[src/rtl/rv_pkg.sv]
// Shared fetch/decode types: queue entry layout and default queue depth.
// WIDTH defaults to 32 unless the build defines it.
`ifndef WIDTH
`define WIDTH 32
`endif

package rv_pkg;

  localparam int unsigned XLEN     = `WIDTH;
  localparam int unsigned FQ_DEPTH = 4;

  typedef struct packed {
    logic [XLEN-1:0] pc;
    logic [XLEN-1:0] instr;
  } fq_entry_t;

endpackage

[src/rtl/sync_fifo.sv]
// Power-of-two synchronous FIFO with flush; flush beats push and pop in the same cycle.
module sync_fifo #(
  parameter int unsigned WIDTH = 8,
  parameter int unsigned DEPTH = 4
) (
  input  logic                     clk,
  input  logic                     rst,
  input  logic                     push,
  input  logic                     pop,
  input  logic                     flush,
  input  logic [WIDTH-1:0]         wr_data,
  output logic [WIDTH-1:0]         rd_data,
  output logic                     full,
  output logic                     empty,
  output logic [$clog2(DEPTH):0]   count
);

  localparam int unsigned AW = $clog2(DEPTH);
  localparam int unsigned CW = AW + 1;

  logic [WIDTH-1:0] mem [DEPTH];
  logic [AW-1:0]    wr_ptr;
  logic [AW-1:0]    rd_ptr;
  logic             do_push;
  logic             do_pop;

  assign do_push = push && !flush;
  assign do_pop  = pop && !flush && !empty;

  always_ff @(posedge clk) begin
    if (do_push) mem[wr_ptr] <= wr_data;
  end

  always_ff @(posedge clk) begin
    if (rst || flush) begin
      wr_ptr <= '0;
      rd_ptr <= '0;
      count  <= '0;
    end else begin
      if (do_push) wr_ptr <= wr_ptr + AW'(1);
      if (do_pop)  rd_ptr <= rd_ptr + AW'(1);
      case ({do_push, do_pop})
        2'b10:   count <= count + CW'(1);
        2'b01:   count <= count - CW'(1);
        default: count <= count;
      endcase
    end
  end

  assign rd_data = mem[rd_ptr];
  assign full    = (count == CW'(DEPTH));
  assign empty   = (count == '0);

  // Upstream back-pressure must keep pushes away from a full queue.
  no_push_when_full: assert property (@(posedge clk) disable iff (rst) !(push && !flush && full));

endmodule

[src/rtl/fetch_queue.sv]
// Decoupling queue between fetch and decode; tracks the one-cycle imem read, halt and redirect.
// Optional same-cycle decode bypass when empty: FETCH_QUEUE_BYPASS_EN.
module fetch_queue
  import rv_pkg::*;
#(
  parameter int unsigned WIDTH = XLEN,
  parameter int unsigned DEPTH = FQ_DEPTH
) (
  input  logic             clk,
  input  logic             rst,
  input  logic [WIDTH-1:0] fetch_instr,
  input  logic [WIDTH-1:0] fetch_pc,
  output logic             pc_halt,
  output logic             pc_src,
  output logic [WIDTH-1:0] jump_val,
  input  logic             redir_valid,
  input  logic [WIDTH-1:0] redir_pc,
  output logic             dec_valid,
  input  logic             dec_ready,
  output logic [WIDTH-1:0] dec_instr,
  output logic [WIDTH-1:0] dec_pc
);

  localparam int unsigned CW = $clog2(DEPTH) + 1;

  logic               infl_valid;
  logic [WIDTH-1:0]   infl_pc;
  logic               push;
  logic               pop;
  logic               full;
  logic               empty;
  logic [CW-1:0]      count;
  logic [2*WIDTH-1:0] head;

  // The word returned this cycle belongs to last cycle's PC, unless that PC was frozen or redirected.
  always_ff @(posedge clk) begin
    if (rst) begin
      infl_valid <= 1'b0;
      infl_pc    <= '0;
    end else begin
      infl_valid <= !pc_halt && !redir_valid;
      infl_pc    <= fetch_pc;
    end
  end

  // count + infl_valid >= DEPTH, written against full to avoid a wider adder.
  assign pc_halt  = !redir_valid && (full || (infl_valid && (count == CW'(DEPTH - 1))));
  assign pc_src   = redir_valid;
  assign jump_val = redir_pc;
  assign pop      = !empty && dec_ready && !redir_valid;

`ifdef FETCH_QUEUE_BYPASS_EN
  logic bypass;

  assign bypass    = empty && infl_valid && !redir_valid;
  assign push      = infl_valid && !redir_valid && !(bypass && dec_ready);
  assign dec_valid = !empty || bypass;
  assign dec_pc    = bypass ? infl_pc     : head[2*WIDTH-1:WIDTH];
  assign dec_instr = bypass ? fetch_instr : head[WIDTH-1:0];
`else
  assign push      = infl_valid && !redir_valid;
  assign dec_valid = !empty;
  assign dec_pc    = head[2*WIDTH-1:WIDTH];
  assign dec_instr = head[WIDTH-1:0];
`endif

  sync_fifo #(
    .WIDTH (2 * WIDTH),
    .DEPTH (DEPTH)
  ) u_fifo (
    .clk     (clk),
    .rst     (rst),
    .push    (push),
    .pop     (pop),
    .flush   (redir_valid),
    .wr_data ({infl_pc, fetch_instr}),
    .rd_data (head),
    .full    (full),
    .empty   (empty),
    .count   (count)
  );

endmodule
[config.mk]
export PLATFORM = sky130hd
export DESIGN_NAME = fetch_queue
export DESIGN_NICKNAME = d
export VERILOG_FILES = /design/src/rtl/rv_pkg.sv /design/src/rtl/sync_fifo.sv /design/src/rtl/fetch_queue.sv
export SDC_FILE = /design/constraint.sdc
export NUM_CORES = 1
export LEC_CHECK = 0
export CAP_MARGIN = 30
export CORE_ASPECT_RATIO = 0.6
export CORE_MARGIN = 1
export CORE_UTILIZATION = 35
export CTS_BUF_LIST = sky130_fd_sc_hd__clkbuf_4
export DETAILED_ROUTE_END_ITERATION = 8
export PLACE_DENSITY = 0.57
export SYNTH_ARGS = -nofsm -noshare
export SYNTH_HDL_FRONTEND = slang
export SYNTH_HIERARCHICAL = 1
export SYNTH_SLANG_ARGS = --single-unit
[constraint.sdc]
create_clock -name clk -period 3.6 [get_ports clk]
set_input_delay 0.54 -clock clk [delete_from_list [all_inputs] [get_ports clk]]
set_output_delay 0.54 -clock clk [all_outputs]
set_load 0.01 [all_outputs]
Yosys cells after proc, flatten, opt, wreduce, memory -nomap -nowiden
Memories as Yosys holds them, arrays and structs flattened. A register that Yosys moved wholly into a read port is not among the register bits.
Cells that the tools add are included.
Storage, ports and cells
  bits of input ports: 100
  memories kept: 1
  output and inout port bits: 99
  memory bits (writable): 256
  register bits: 40
  logic and storage cells: 35
Operators by class
  muxes and demuxes: 5
  eq/ne operators: 4
  add/subtract/negate cells: 4
  reductions and logical operators: 16
Memories
  u_fifo.mem: depth 4, bits a word 64, rd ports 1, clocked after Yosys merged registers in 1, wr ports 1, line sync_fifo.sv:21  | logic [WIDTH-1:0] mem [DEPTH];
Operator list (number)
  $logic_and A1 B1 Y1: 9
  $pmux W3 S2: 1
  $add A2 B1 Y2 const B: 2
  $mux W2: 2
  $add A3 B1 Y3 const B: 1
  $eq A3 B2 Y1 const B: 1
  $eq A3 B3 Y1 const B: 1
  $logic_not A1 Y1: 3
  $logic_not A3 Y1: 1
  $sub A3 B1 Y3 const B: 1
  $eq A2 B1 Y1 const B: 1
  $eq A2 B2 Y1 const B: 1
  $logic_or A1 B1 Y1: 2
  $mux W1: 2
  $reduce_bool A2 Y1: 1

Longest topological paths before layout
  depth after elaboration: 8
  gate-level depth with buffers: 10
  depth with buffers taken out: 10

Cells and area by module
Netlist, hierarchy kept.
Modules (own cells, without submodules)
  sync_fifo: cells each 385, times used 1, area each 9773.1 um^2, seq. area each 7867.5 um^2
  fetch_queue: cells each 108, times used 1, area each 1188.6 um^2, seq. area each 660.6 um^2

Worst setup path after synthesis
Ideal clock, no wire load.
  path kind: input to register
  start: input redir_valid
  end: memory u_fifo/mem[0][0] (netlist bit) (enable)
  stages on the path: 3
  slack: 0.631 ns
  arrival: 2.540 ns
  buffers on the path: 0
  required time: 3.171 ns
  setup time: 0.429 ns
  path through: nor2b_1 nor2b_1 and2_1
On the way
  longest elaborated chain between the ends: 5
Ends and longest elaborated chain
  start: declaration: line fetch_queue.sv:16  | input logic redir_valid,
  $logic_not A1 Y1 (*): line sync_fifo.sv:27, fetch_queue.sv:61
  $logic_and A1 B1 Y1: line fetch_queue.sv:61  | assign push = infl_valid && !redir_valid;
  $logic_and A1 B1 Y1 (*): line sync_fifo.sv:27  | assign do_push = push && !flush;
  $mux W1 (*): line sync_fifo.sv:31  | if (do_push) mem[wr_ptr] <= wr_data;
  $mux W1 (implied by the code) (*): line sync_fifo.sv:31
  end: declaration: line sync_fifo.sv:21
Mark *: on every way between the ends. The rest lies on a longest branch, timed or not.

==> results by group <==
STA
  • RSZ-0062 raised after global routing: no
  • Number of max-slew violations in the final report: 0
  • Final setup margin: 347 ps
  • Post-Route Skew: 20.1 ps
  • Final hold violation count: 0
  • Worst Max-Slew Pin Slew: 905 ps
  • Crit share post-route: 90.4%
  • Count of endpoints failing setup in the final report: 0
  • Normalized max-slew margin: 39.7%
  • Post-route setup TNS: 0 ps
  • Top achievable clock speed: ~0.31 GHz
  • Final critical-path required period: 3250 ps

Clock network
  • Clock root buffer: sky130_fd_sc_hd__clkbuf_4
  • TritonCTS clock tree: done
  • Post-cts gate resize count: 0
  • Number of clock sinks: 298
  • Clock slew at reported path FFs: 70 ps
  • Total setup buffers inserted after CTS: 0
  • CTS Buf Count: 70
  • Clock latency at the later pin of the worst-skew pair: roughly 670 ps
  • Bufs on Longest Clock Path: 3
  • CTS Hold Buffers Added: 0
  • CTS H-tree lvls: 3

Synthesis
  • Post-synthesis mux area share: 13.4%
  • Number of flops mapped to enable cells by yosys: 256
  • Post-Synth XOR/XNOR Area: 0.399%
  • Fraction of the yosys area taken by sequential cells: 77.8%
  • Total of warnings raised by yosys: 6
  • Post-synthesis area per instance: ~22 um^2
  • Complex-gate fraction of the synthesized area: 0.331%
  • Cell area after synthesis: 11000 um^2
  • Post-Synth Adder-Cell Area: 0.753%
  • Predominant post-synthesis flop cell: sky130_fd_sc_hd__edfxtp_1
  • Flop and latch count out of synthesis: 298
  • Post-synth ARST share: 0%
  • Number of instances in the synthesized netlist: 493
  • Syn Nets: 599
  • Distinct cells, synth: 30
  • Combinational family with the most area after synthesis: multiplexers
  • Simple-gate share of the synthesized area: 3.06%

Global route
  • GRT Resource Usage Total: 14.3%
  • Wire length of the first global-routing pass: about 34000 um
  • Initial antenna violation count: 1
  • Maximum number of pins on one net before global-route repair: 65
  • Grt ovf: 0
  • Vias in the first global route: 5914

Floorplanning
  • Number of placement rows: 49
  • Initial cell density of the core: 36.1%
  • # IOs: 199
  • Die Y-Extent: 139 um
  • Core footprint: 30300 um^2
  • Horizontal extent of the die: 230 um
  • Die area: 32100 um^2

Pwr
  • Overall Power: 0.00668 W
  • Peak supply drop: 0.000201 V
  • Total leakage power: about 4.4 nW
  • Total power per unit cell area: slightly below 500 nW/um^2

Run
  • Max-capacitance violation count: 0

Final layout
  • Top library cells by usage in the layout, fill and taps aside: sky130_fd_sc_hd__edfxtp_1, sky130_fd_sc_hd__clkdlybuf4s50_1, sky130_fd_sc_hd__clkbuf_4
  • Design area: 13500 um^2
  • Growth of design area from synthesis to finish: 22.9%
  • Proportion of layout cells with a drive suffix above 1: between 20% and 30%
  • Number of nets in the final layout: approximately 770
  • Most common library cell in the layout ignoring fill and taps: sky130_fd_sc_hd__edfxtp_1

Place
  • Area of placed instances: 12500 um^2
  • Sum of net half-perimeters after detailed placement: 13000 um
  • Pre-CTS setup slack: 544 ps
  • Routability Congestion: 0.791
  • Port Buffer Count: 134

Route
  • DRC marker count from the first detailed-route iteration: 379
  • Vias after detailed routing: 5246
  • WL final: about 22000 um
  • DRC violation count after routing: 0
  • Detailed-routing iteration count for the pre-antenna-repair pass: 4
  • Antenna-violating nets left: 0
  • Drt wl/cell: 19.8 um
  • Vias per cell: about 4.7

Worst setup path
  • Crit path DAT: 2710 ps
  • Critical Path Max Stage Delay: 780 ps
  • Crit. End Element: primary output
  • Library cell contributing the largest single delay on the critical path: sky130_fd_sc_hd__dfxtp_4
  • Required time worst endpoint: 3060 ps
  • CP Max Fanout: between 40 and 50
  • Worst-path cell chain: buf_4 -> mux4_2 -> clkdlybuf4s50_1
  • Startpoint Class: register
  • Crit path kind: reg -> out

Worst hold path
  • Class of the most critical hold timing path: in -> reg

Status
  • Result of the run: complete, no violations
==> registers in the layout, summed over array words and instances (netlist names), named ones only <==
signal / count
u_fifo/mem: 256
u_fifo/wr_ptr: 2
infl_pc: 32
infl_valid: 1
u_fifo/rd_ptr: 2
u_fifo/count: 3
==> worst max-delay path, delay by kind of cell (launching register included) <==
family,cells,cell delay [ps]
buffers and inverters,2,880
flip-flops,1,780
multiplexers,1,390
==> power by group <==
group          internal [W]  switching, W  total [W]
clock network       0.00144       0.00126    0.00270
logic              0.000106     0.0000757   0.000182
registers           0.00378     0.0000208    0.00380
total               0.00533       0.00135    0.00668
==> logic make-up after synthesis <==
kind of cell	Yosys count
AO/OA/AOI/OAI	6
AND/OR/NAND/NOR	54
flip-flops	298
multiplexers	65
adder cells (fa/ha/maj)	6
buffers and inverters	59
XOR/XNOR	5
==> cell usage after synthesis, drive strengths merged, types with 2 or more instances <==
master    n  area, um^2
ha        5        62.6
clkbuf    2        8.75
nor2b    34         213
edfxtp  256        7690
nor2      9        33.8
inv       8        30.0
xor2      4        35.0
dfxtp    42         841
a21oi     3        15.0
and2      4        25.0
mux4     64        1460
buf      49         430
==> stage by stage <==
| step | std cells | utilization (%) | hold slack, ps |
|---|---|---|---|
| finish | 1125 | 44.4 | 432 |
| global placement | 995 | 41.3 | 446 |
| detailed placement | 995 | 41.3 | 464 |
| global route | 1124 | 44.4 | 371 |
| floorplan | 493 | - | 438 |
| CTS | 1123 | 44.3 | 347 |
==> path summary, 6_finish.rpt <==
kind / start / endpoint / slack, ps / cells after the start
hold / removal: fetch_pc[14] / infl_pc[14] / 430 / 2
setup reg to reg: u_fifo/count[0] / u_fifo/count[2] / 1110 / 10
setup / recovery: register / dec_pc[10] / 350 / 3
hold reg to reg: infl_pc[27] / u_fifo/mem[0][59] / 470 / 0
==> area by class of cell <==
type / instances / area [um^2]
Fill cell: 2628 / 16900
Sequential cell: 298 / 8540
Multi-Input combinational cell: 136 / 1970
Timing Repair Buffer: 146 / 1500
Clock buffer: 115 / 863
Tap cell: 408 / 510
Clock inverter: 13 / 48.8
Inverter: 8 / 30.0
Antenna cell: 1 / 2.50
==> routing by layer <==
layer | GRT usage, % | vias up | part of all wire, %
li1 | - | 2320 | -
met1 | 18.8 | 2687 | 44
met2 | 21.7 | 199 | 47
met3 | 5.06 | 40 | 7.2
met4 | 5.26 | 0 | 1.6
met5 | 0 | - | 0
(Power assumes the default switching activity.)
